### config.mk
export PLATFORM = sky130hd
export DESIGN_NAME = axi_cmd_master_flat
export DESIGN_NICKNAME = d
export VERILOG_FILES = /design/src/rtl/axi_cmd_pkg.sv /design/src/rtl/axi_cmd_master_if.sv /design/src/rtl/axi_cmd_master.sv /design/src/flat_wrapper.sv
export SDC_FILE = /design/constraint.sdc
export NUM_CORES = 1
export LEC_CHECK = 0
export ABC_AREA = 1
export BUFFER_PORTS_ARGS = -buffer_cell sky130_fd_sc_hd__buf_2
export CORE_AREA = 2 2 174 176
export CTS_BUF_LIST = sky130_fd_sc_hd__clkbuf_2 sky130_fd_sc_hd__clkbuf_4 sky130_fd_sc_hd__clkbuf_8
export CTS_CLUSTER_SIZE = 28
export DETAILED_ROUTE_END_ITERATION = 10
export DIE_AREA = 0 0 176 178
export GPL_TIMING_DRIVEN = 0
export PLACE_DENSITY = 0.46
export SLEW_MARGIN = 15
export SYNTH_ARGS = -nofsm -noshare
export SYNTH_HDL_FRONTEND = slang
export SYNTH_SLANG_ARGS = --single-unit
### constraint.sdc
create_clock -name clk -period 2.25 [get_ports clk]
set_clock_uncertainty 0.2 [all_clocks]
set_input_delay 0.45 -clock clk [delete_from_list [all_inputs] [get_ports clk]]
set_output_delay 0.45 -clock clk [all_outputs]
set_load 0.02 [all_outputs]
### src/rtl/axi_cmd_pkg.sv
// Shared types and constants for the single-outstanding AXI command master.
// Holds the FSM state encodings, AXI burst/response codes and the response-merge rule.
package axi_cmd_pkg;

    typedef logic [2:0] state_t;

    localparam state_t S_IDLE = 3'd0;
    localparam state_t S_AW   = 3'd1;
    localparam state_t S_W    = 3'd2;
    localparam state_t S_B    = 3'd3;
    localparam state_t S_AR   = 3'd4;
    localparam state_t S_R    = 3'd5;
    localparam state_t S_DONE = 3'd6;

    localparam logic [1:0] BURST_INCR  = 2'b01;
    localparam logic [1:0] RESP_OKAY   = 2'b00;
    localparam logic [1:0] RESP_SLVERR = 2'b10;
    localparam logic [1:0] RESP_DECERR = 2'b11;

    // Numerically larger response wins, so DECERR > SLVERR > OKAY.
    function automatic logic [1:0] resp_merge(input logic [1:0] acc, input logic [1:0] nxt);
        return (nxt > acc) ? nxt : acc;
    endfunction

endpackage

### src/rtl/axi_cmd_master_if.sv
// AXI4 AW/W/B/AR/R channel bundle between the command master and its slave (e.g. axi2ram).
interface axi_cmd_master_if #(
    parameter int IDWID = 4,
    parameter int DWID  = 64
) ();
    localparam int WSTRB = DWID / 8;

    logic [31:0]      awaddr;
    logic [1:0]       awburst;
    logic [IDWID-1:0] awid;
    logic [7:0]       awlen;
    logic             awvalid;
    logic             awready;

    logic [DWID-1:0]  wdata;
    logic [WSTRB-1:0] wstrb;
    logic             wlast;
    logic             wvalid;
    logic             wready;

    logic [IDWID-1:0] bid;
    logic [1:0]       bresp;
    logic             bvalid;
    logic             bready;

    logic [31:0]      araddr;
    logic [1:0]       arburst;
    logic [IDWID-1:0] arid;
    logic [7:0]       arlen;
    logic             arvalid;
    logic             arready;

    logic [DWID-1:0]  rdata;
    logic [IDWID-1:0] rid;
    logic             rlast;
    logic [1:0]       rresp;
    logic             rvalid;
    logic             rready;

    modport master (
        output awaddr, awburst, awid, awlen, awvalid,
        input  awready,
        output wdata, wstrb, wlast, wvalid,
        input  wready,
        input  bid, bresp, bvalid,
        output bready,
        output araddr, arburst, arid, arlen, arvalid,
        input  arready,
        input  rdata, rid, rlast, rresp, rvalid,
        output rready
    );

    modport slave (
        input  awaddr, awburst, awid, awlen, awvalid,
        output awready,
        input  wdata, wstrb, wlast, wvalid,
        output wready,
        output bid, bresp, bvalid,
        input  bready,
        input  araddr, arburst, arid, arlen, arvalid,
        output arready,
        output rdata, rid, rlast, rresp, rvalid,
        input  rready
    );

endinterface

### src/rtl/axi_cmd_master.sv
// Single-outstanding AXI master: one command -> one INCR burst -> one completion pulse.
// Optional AXI_4K_CHECK_EN: bursts crossing a 4 KiB boundary complete with SLVERR without AXI traffic.
module axi_cmd_master
    import axi_cmd_pkg::*;
#(
    parameter int IDWID = 4,
    parameter int DWID  = 64
) (
    input  logic             clk,
    input  logic             rst_n,

    input  logic             cmd_valid,
    output logic             cmd_ready,
    input  logic             cmd_write,
    input  logic [31:0]      cmd_addr,
    input  logic [7:0]       cmd_len,
    input  logic [IDWID-1:0] cmd_id,

    input  logic             wr_valid,
    output logic             wr_ready,
    input  logic [DWID-1:0]  wr_data,

    output logic             rd_valid,
    input  logic             rd_ready,
    output logic [DWID-1:0]  rd_data,
    output logic             rd_last,

    output logic             done_valid,
    output logic             done_write,
    output logic [IDWID-1:0] done_id,
    output logic [1:0]       done_resp,

    axi_cmd_master_if.master axi
);

    state_t           state_q, state_d;
    logic [31:0]      addr_q,  addr_d;
    logic [7:0]       len_q,   len_d;
    logic [IDWID-1:0] id_q,    id_d;
    logic             write_q, write_d;
    logic [7:0]       cnt_q,   cnt_d;
    logic [1:0]       resp_q,  resp_d;
    logic [1:0]       resp_tmp;

`ifdef AXI_4K_CHECK_EN
    logic [13:0] end_off;
    logic        cross_4k;
    assign end_off  = 14'(cmd_addr[11:0]) + ((14'(cmd_len) + 14'd1) << 3);
    assign cross_4k = end_off > 14'd4096;
`endif

    always_comb begin
        state_d  = state_q;
        addr_d   = addr_q;
        len_d    = len_q;
        id_d     = id_q;
        write_d  = write_q;
        cnt_d    = cnt_q;
        resp_d   = resp_q;
        resp_tmp = resp_q;
        case (state_q)
            S_IDLE: begin
                if (cmd_valid) begin
                    addr_d  = cmd_addr;
                    len_d   = cmd_len;
                    id_d    = cmd_id;
                    write_d = cmd_write;
                    cnt_d   = cmd_len;
                    resp_d  = RESP_OKAY;
`ifdef AXI_4K_CHECK_EN
                    if (cross_4k) begin
                        resp_d  = RESP_SLVERR;
                        state_d = S_DONE;
                    end else
`endif
                    state_d = cmd_write ? S_AW : S_AR;
                end
            end
            S_AW: if (axi.awready) state_d = S_W;
            S_W: begin
                if (wr_valid && axi.wready) begin
                    if (cnt_q == 8'd0) state_d = S_B;
                    else               cnt_d   = cnt_q - 8'd1;
                end
            end
            S_B: begin
                if (axi.bvalid) begin
                    resp_tmp = resp_merge(resp_q, axi.bresp);
                    if (axi.bid != id_q) resp_tmp = resp_merge(resp_tmp, RESP_SLVERR);
                    resp_d  = resp_tmp;
                    state_d = S_DONE;
                end
            end
            S_AR: if (axi.arready) state_d = S_R;
            S_R: begin
                if (axi.rvalid && rd_ready) begin
                    resp_tmp = resp_merge(resp_q, axi.rresp);
                    if (axi.rid != id_q) resp_tmp = resp_merge(resp_tmp, RESP_SLVERR);
                    // Short burst (early rlast) and overrun (no rlast at count 0) are both SLVERR.
                    if (axi.rlast) begin
                        if (cnt_q != 8'd0) resp_tmp = resp_merge(resp_tmp, RESP_SLVERR);
                        state_d = S_DONE;
                    end else if (cnt_q == 8'd0) begin
                        resp_tmp = resp_merge(resp_tmp, RESP_SLVERR);
                    end else begin
                        cnt_d = cnt_q - 8'd1;
                    end
                    resp_d = resp_tmp;
                end
            end
            S_DONE:  state_d = S_IDLE;
            default: state_d = S_IDLE;
        endcase
    end

    always_ff @(posedge clk or negedge rst_n) begin
        if (!rst_n) begin
            state_q <= S_IDLE;
            addr_q  <= '0;
            len_q   <= '0;
            id_q    <= '0;
            write_q <= 1'b0;
            cnt_q   <= '0;
            resp_q  <= RESP_OKAY;
        end else begin
            state_q <= state_d;
            addr_q  <= addr_d;
            len_q   <= len_d;
            id_q    <= id_d;
            write_q <= write_d;
            cnt_q   <= cnt_d;
            resp_q  <= resp_d;
        end
    end

    // rst_n gates cmd_ready so no command is taken while reset is held.
    assign cmd_ready   = rst_n && (state_q == S_IDLE);

    assign axi.awaddr  = addr_q;
    assign axi.awlen   = len_q;
    assign axi.awid    = id_q;
    assign axi.awburst = BURST_INCR;
    assign axi.awvalid = (state_q == S_AW);

    assign axi.wvalid  = (state_q == S_W) && wr_valid;
    assign axi.wdata   = wr_data;
    assign axi.wstrb   = '1;
    assign axi.wlast   = (state_q == S_W) && (cnt_q == 8'd0);
    assign wr_ready    = (state_q == S_W) && axi.wready;

    assign axi.bready  = (state_q == S_B);

    assign axi.araddr  = addr_q;
    assign axi.arlen   = len_q;
    assign axi.arid    = id_q;
    assign axi.arburst = BURST_INCR;
    assign axi.arvalid = (state_q == S_AR);

    assign axi.rready  = (state_q == S_R) && rd_ready;
    assign rd_valid    = (state_q == S_R) && axi.rvalid;
    assign rd_data     = axi.rdata;
    assign rd_last     = (state_q == S_R) && axi.rlast;

    assign done_valid  = (state_q == S_DONE);
    assign done_write  = write_q;
    assign done_id     = id_q;
    assign done_resp   = resp_q;

endmodule
### src/flat_wrapper.sv
// flat-port wrapper written by rule: the top's interface ports become plain ports
module axi_cmd_master_flat import axi_cmd_pkg::*;
#(
    parameter int IDWID = 4,
    parameter int DWID  = 64
)
  (clk, rst_n, cmd_valid, cmd_ready, cmd_write, cmd_addr, cmd_len, cmd_id, wr_valid, wr_ready, wr_data, rd_valid, rd_ready, rd_data, rd_last, done_valid, done_write, done_id, done_resp, axi_awaddr, axi_awburst, axi_awid, axi_awlen, axi_awvalid, axi_awready, axi_wdata, axi_wstrb, axi_wlast, axi_wvalid, axi_wready, axi_bid, axi_bresp, axi_bvalid, axi_bready, axi_araddr, axi_arburst, axi_arid, axi_arlen, axi_arvalid, axi_arready, axi_rdata, axi_rid, axi_rlast, axi_rresp, axi_rvalid, axi_rready);
  axi_cmd_master_if #(.IDWID(IDWID), .DWID(DWID)) axi_i ();
  input  logic clk;
  input  logic rst_n;
  input  logic cmd_valid;
  output logic cmd_ready;
  input  logic cmd_write;
  input  logic [31:0] cmd_addr;
  input  logic [7:0] cmd_len;
  input  logic [IDWID-1:0] cmd_id;
  input  logic wr_valid;
  output logic wr_ready;
  input  logic [DWID-1:0] wr_data;
  output logic rd_valid;
  input  logic rd_ready;
  output logic [DWID-1:0] rd_data;
  output logic rd_last;
  output logic done_valid;
  output logic done_write;
  output logic [IDWID-1:0] done_id;
  output logic [1:0] done_resp;
  output wire logic [$bits(axi_i.awaddr)-1:0] axi_awaddr;
  output wire logic [$bits(axi_i.awburst)-1:0] axi_awburst;
  output wire logic [$bits(axi_i.awid)-1:0] axi_awid;
  output wire logic [$bits(axi_i.awlen)-1:0] axi_awlen;
  output wire logic [$bits(axi_i.awvalid)-1:0] axi_awvalid;
  input wire logic [$bits(axi_i.awready)-1:0] axi_awready;
  output wire logic [$bits(axi_i.wdata)-1:0] axi_wdata;
  output wire logic [$bits(axi_i.wstrb)-1:0] axi_wstrb;
  output wire logic [$bits(axi_i.wlast)-1:0] axi_wlast;
  output wire logic [$bits(axi_i.wvalid)-1:0] axi_wvalid;
  input wire logic [$bits(axi_i.wready)-1:0] axi_wready;
  input wire logic [$bits(axi_i.bid)-1:0] axi_bid;
  input wire logic [$bits(axi_i.bresp)-1:0] axi_bresp;
  input wire logic [$bits(axi_i.bvalid)-1:0] axi_bvalid;
  output wire logic [$bits(axi_i.bready)-1:0] axi_bready;
  output wire logic [$bits(axi_i.araddr)-1:0] axi_araddr;
  output wire logic [$bits(axi_i.arburst)-1:0] axi_arburst;
  output wire logic [$bits(axi_i.arid)-1:0] axi_arid;
  output wire logic [$bits(axi_i.arlen)-1:0] axi_arlen;
  output wire logic [$bits(axi_i.arvalid)-1:0] axi_arvalid;
  input wire logic [$bits(axi_i.arready)-1:0] axi_arready;
  input wire logic [$bits(axi_i.rdata)-1:0] axi_rdata;
  input wire logic [$bits(axi_i.rid)-1:0] axi_rid;
  input wire logic [$bits(axi_i.rlast)-1:0] axi_rlast;
  input wire logic [$bits(axi_i.rresp)-1:0] axi_rresp;
  input wire logic [$bits(axi_i.rvalid)-1:0] axi_rvalid;
  output wire logic [$bits(axi_i.rready)-1:0] axi_rready;
  assign axi_awaddr = axi_i.awaddr;
  assign axi_awburst = axi_i.awburst;
  assign axi_awid = axi_i.awid;
  assign axi_awlen = axi_i.awlen;
  assign axi_awvalid = axi_i.awvalid;
  assign axi_i.awready = axi_awready;
  assign axi_wdata = axi_i.wdata;
  assign axi_wstrb = axi_i.wstrb;
  assign axi_wlast = axi_i.wlast;
  assign axi_wvalid = axi_i.wvalid;
  assign axi_i.wready = axi_wready;
  assign axi_i.bid = axi_bid;
  assign axi_i.bresp = axi_bresp;
  assign axi_i.bvalid = axi_bvalid;
  assign axi_bready = axi_i.bready;
  assign axi_araddr = axi_i.araddr;
  assign axi_arburst = axi_i.arburst;
  assign axi_arid = axi_i.arid;
  assign axi_arlen = axi_i.arlen;
  assign axi_arvalid = axi_i.arvalid;
  assign axi_i.arready = axi_arready;
  assign axi_i.rdata = axi_rdata;
  assign axi_i.rid = axi_rid;
  assign axi_i.rlast = axi_rlast;
  assign axi_i.rresp = axi_rresp;
  assign axi_i.rvalid = axi_rvalid;
  assign axi_rready = axi_i.rready;
  axi_cmd_master #(.IDWID(IDWID), .DWID(DWID)) u_core (.clk(clk), .rst_n(rst_n), .cmd_valid(cmd_valid), .cmd_ready(cmd_ready), .cmd_write(cmd_write), .cmd_addr(cmd_addr), .cmd_len(cmd_len), .cmd_id(cmd_id), .wr_valid(wr_valid), .wr_ready(wr_ready), .wr_data(wr_data), .rd_valid(rd_valid), .rd_ready(rd_ready), .rd_data(rd_data), .rd_last(rd_last), .done_valid(done_valid), .done_write(done_write), .done_id(done_id), .done_resp(done_resp), .axi(axi_i));
endmodule
**Yosys cells after proc, flatten, opt, wreduce, memory -nomap -nowiden**

Index checks and enable logic that the tools add are counted.

- Flip-flop bits (word level): 58
- Output and inout bits: 246
- Word-level logic and storage cells: 80

- $add $sub $neg: 1
- Order comparisons: 5
- Equality and inequality tests: 17
- Mux-type cells: 32
- Reductions and logical operators: 18

Operators with widths:

| operator | number |
|---|---|
| $mux W8 | 5 |
| $mux W2 | 15 |
| $mux W3 | 9 |
| $pmux W8 S3 | 1 |
| $pmux W3 S6 | 1 |
| $ne A2 B1 Y1 const B | 5 |
| $eq A3 B3 Y1 const B | 3 |
| $logic_and A1 B1 Y1 | 9 |
| $logic_not A8 Y1 | 1 |
| $ne A2 B2 Y1 const B | 4 |
| $ne A4 B4 Y1 | 2 |
| $reduce_and A8 Y1 | 1 |
| $reduce_bool A8 Y1 | 1 |
| $sub A8 B1 Y8 const B | 1 |
| $eq A3 B2 Y1 const B | 2 |
| $gt A2 B2 Y1 const A | 3 |
| $pmux W2 S3 | 1 |
| $reduce_bool A3 Y1 | 2 |
| $reduce_and A5 Y1 | 1 |
| $gt A2 B2 Y1 | 2 |
| $reduce_and A4 Y1 | 1 |
| $eq A3 B1 Y1 const B | 1 |
| $logic_not A3 Y1 | 1 |
| $reduce_and A2 Y1 | 1 |

**Logic depth before layout (Yosys ltp)**

- Depth after elaboration: 13
- Mapped depth: 13

**Worst setup path after synthesis**

OpenSTA, ideal clock, no wires.

- Kind: register to output
- Start: register u_core.cnt_q[0]
- End: output axi_wlast
- Arrival: 1,236 ps
- Required time: 1,600 ps
- Path slack: 364 ps
- Stages on the path, launching flop included: 7
- Cells stage by stage: dfrtp_1 -> inv_1 -> ha_1 -> nand2_1 -> nor2_2 -> inv_1 -> nor2_1

- Word-level cells in the longest chain between the ends: 2

RTL lines:

| what | RTL line | source |
|---|---|---|
| start, declared | axi_cmd_master.sv:41 | `logic [7:0] cnt_q, cnt_d;` |
| start signal, assigned | axi_cmd_master.sv:131 | `cnt_q <= cnt_d;` |
| $logic_not A8 Y1 | axi_cmd_master.sv:148 | `assign axi.wlast = (state_q == S_W) && (cnt_q == 8'd0);` |
| $logic_and A1 B1 Y1 | axi_cmd_master.sv:148 |  |
| end, declared | flat_wrapper.sv:36 | `output wire logic [$bits(axi_i.wlast)-1:0] axi_wlast;` |

No other way between the ends.

**Final worst setup path**

- Start: input rst_n
- End: output cmd_ready

- Word-level cells in the longest chain between the ends: 1

RTL lines:

| what | RTL line | source |
|---|---|---|
| start, declared | flat_wrapper.sv:10 | `input logic rst_n;` |
| $logic_and A1 B1 Y1 | axi_cmd_master.sv:137 | `assign cmd_ready = rst_n && (state_q == S_IDLE);` |
| end, declared | flat_wrapper.sv:12 | `output logic cmd_ready;` |

No other way between the ends.

==> impl_metrics.json <==
{
  "clock_latency_ns": 0.35,
  "row_count": 63,
  "synthArstFlopShare": 1.00,
  "gr-total-overflow": 0,
  "h-tree-depth": 3,
  "die_x_um": 176,
  "final_cell_area_um2": 6960,
  "die_h_um": 178,
  "cp_max_fo": 2,
  "gp_congestion": 0.748,
  "fmax_mhz": 459,
  "vias_per_cell": 3.38,
  "critPathMaxStageDelay_ns": 0.55,
  "multiInputGateArea_um2": 1490,
  "hold_path.class": "input pin to flip-flop",
  "start_kind": "input pin",
  "post_dp_cell_area_um2": 6610,
  "synth_top_area_frac": 0.319,
  "synth_seq_area_share": 0.319,
  "outcome": "completed",
  "fin_nets": 1070,
  "hpwl_mm": 12.6,
  "start_util": 0.155,
  "synth.distinct_cells": 31,
  "pre_cts_ws_ns": 0.108,
  "cts.path.max_buffers": 2,
  "synth_simple_gate_area_frac": 0.131,
  "root_buffer": "clkbuf_8",
  "io_buffers": 301,
  "rsz0062_at_grt": "yes",
  "total_power_mw": 8.45,
  "fin_crit_sh": 0.969,
  "fillCellCount": 3261,
  "final_common_cell": "buf_2",
  "synth_top_area_cell": "dfrtp_1",
  "pin_count": 442,
  "syn_area_per_cell_um2": 8.53,
  "peakVddDrop_v": 0.000507,
  "synthAdderAreaFrac": 0.0220,
  "detailedRoute.firstIterationViolations": 120,
  "min_period_ns": 2.18,
  "fin_util": 0.237,
  "wl_per_cell_um": 12.0,
  "final_layout_size_suffix_gt1_frac": 0.662,
  "cts_tree": "built",
  "fin_ws_ns": 0.0703,
  "crit_path_end_kind": "output port",
  "synth-compound-area-share": 0.0624,
  "synthTopCellsByArea": "dfrtp_1 32%, buf_4 31%, nand2_1 4.8%",
  "grt_usage": 0.0891,
  "grt_antenna_before_repair": 2,
  "grt_pass1_wl_mm": 20.8,
  "critPathKind": "input pin to output port",
  "synthFlopType": "dfrtp_1",
  "syn_to_final_growth_pct": 52.9,
  "syn_inst": 534,
  "ant_nets": 0,
  "synth_edf_count": 0,
  "synth_xor_area_frac": 0.0115,
  "dieArea_um2": 31300,
  "ys_warn_count": 0,
  "hold_viol_final": 0,
  "cp_slowest_cell": "dlygate4sd3_1",
  "maxSlewViolCount": 0,
  "required_ns": 1.60,
  "net-switching-power_mw": 4.01,
  "seqCellArea_um2": 1450,
  "synth-seq-cells": 58,
  "grt_max_degree": 32,
  "intPower_mw": 4.44,
  "p_leak_nw": 3.92,
  "finalSetupViolations": 0,
  "core_um2": 29400,
  "cts_buffers": 9,
  "power_frac_seq": 0.244,
  "synth_top_family_by_area": "buffers and inverters",
  "combPwrFrac": 0.631,
  "final_cell_mix": "299 x buf_2, 199 x buf_4, 58 x nand2_1, 56 x dfrtp_1, 42 x inv_1",
  "grt_pass1_vias": 3750,
  "drt_wl_total_mm": 15.2,
  "cts_num_sinks": 58,
  "p_sw_frac": 0.475,
  "vias": 4268,
  "dr.pass1.iters": 4,
  "syn_area_um2": 4550,
  "drc_errors": 0,
  "crit_chain": "dlygate4sd3_1 -> buf_6 -> buf_12 -> inv_1 -> nor2_1 -> buf_4",
  "path_clk_slew_ns": 0.07,
  "arrival_ns": 1.53,
  "p_clk_frac": 0.125,
  "cellPowerDensity_nw_per_um2": 1210,
  "cap_violations": 0,
  "synth.area.mux_share": 0.0866
}
## layout make-up
type                            instances  share of cell area
Antenna cell                            1            0.000360
Inverter                               52              0.0288
Tap cell                              390              0.0701
Clock inverter                          2             0.00503
Buffer                                195               0.211
Multi-Input combinational cell        239               0.213
Sequential cell                        58               0.209
Clock buffer                           14              0.0250
Timing Repair Buffer                  311               0.237
## cell families after synthesis
logic type               count (synthesis)
AND/OR/NAND/NOR                        129
multiplexers                            35
XOR/XNOR                                 6
AO/OA/AOI/OAI                           49
other                                    2
buffers and inverters                  247
flip-flops                              58
adder cells (fa/ha/maj)                  8
## state kept, by name, indices dropped and copies added, names as in the netlist
signal	cells
u_core.axi.araddr	32
u_core.cnt_q	8
u_core.axi.arlen	8
u_core.done_write	1
u_core.axi.arid	4
u_core.done_resp	2
u_core.state_q	3
## routing by layer
metal,global-route usage,up-vias,routed length [um]
li1,-,2143,-
met1,0.104,1910,5830
met2,0.162,205,8040
met3,0.0262,10,1200
met4,0.0179,0,129
met5,0,-,0
## critical path: cells and delay by family
family                 cells  cell delay [ns]
buffers and inverters      5             0.99
AND/OR/NAND/NOR            1             0.09
## stage by stage
stage | setup TNS [ns] | instances | hold WS, ns
4_1_cts | 0 | 1258 | 0.0731
2_1_floorplan | 0 | 544 | -0.0456
5_1_grt | -0.0256 | 1261 | 0.0710
3_5_place_dp | 0 | 1236 | 0.212
6_report | 0 | 1262 | 0.105
3_3_place_gp | -0.482 | 1235 | 0.270
## cell usage after synthesis (3+ instances only)
cell / count
nor2_1: 39
buf_4: 191
inv_1: 45
dfrtp_1: 58
a21oi_1: 16
mux2_1: 19
ha_1: 8
nand2_4: 4
nand2_2: 8
o21ai_2: 7
nand2_1: 58
nor2_2: 3
buf_2: 3
xor2_1: 5
o21ai_0: 21
nand3_1: 9
mux2_2: 16
inv_2: 5
## repair_timing
action                                 4_1_cts  5_1_grt
hold buffers                                 5        0
setup endpoints to repair                    1        5
resized for setup                            6        8
endpoints found under the hold margin       27        0
setup buffers                                1        3
pin swaps                                    1        1
## final timing paths
kind	end	startpoint	slack, ns	depth (start not counted)
max	cmd_ready	rst_n	0.07	6
min	u_core.axi.araddr[2]	cmd_addr[2]	0.11	2
max reg2reg	u_core.cnt_q[4]	u_core.state_q[2]	0.38	13
min reg2reg	u_core.done_write	u_core.done_write	0.29	2
max in group asynchronous	u_core.axi.araddr[14]	rst_n	0.54	5
min in group asynchronous	u_core.done_resp[1]	rst_n	0.55	4
## power groups by stage
stage | clock (mW) | combinational [mW] | sequential, mW
3_5_place_dp | 0 | 5.32 | 2.10
4_1_cts | 1.14 | 5.38 | 2.09
3_3_place_gp | 0 | 5.29 | 2.09
2_1_floorplan | 0 | 3.29 | 2.48
6_report | 1.06 | 5.33 | 2.06
5_1_grt | 1.18 | 5.80 | 2.15
Power figures use the tool's default switching activity.
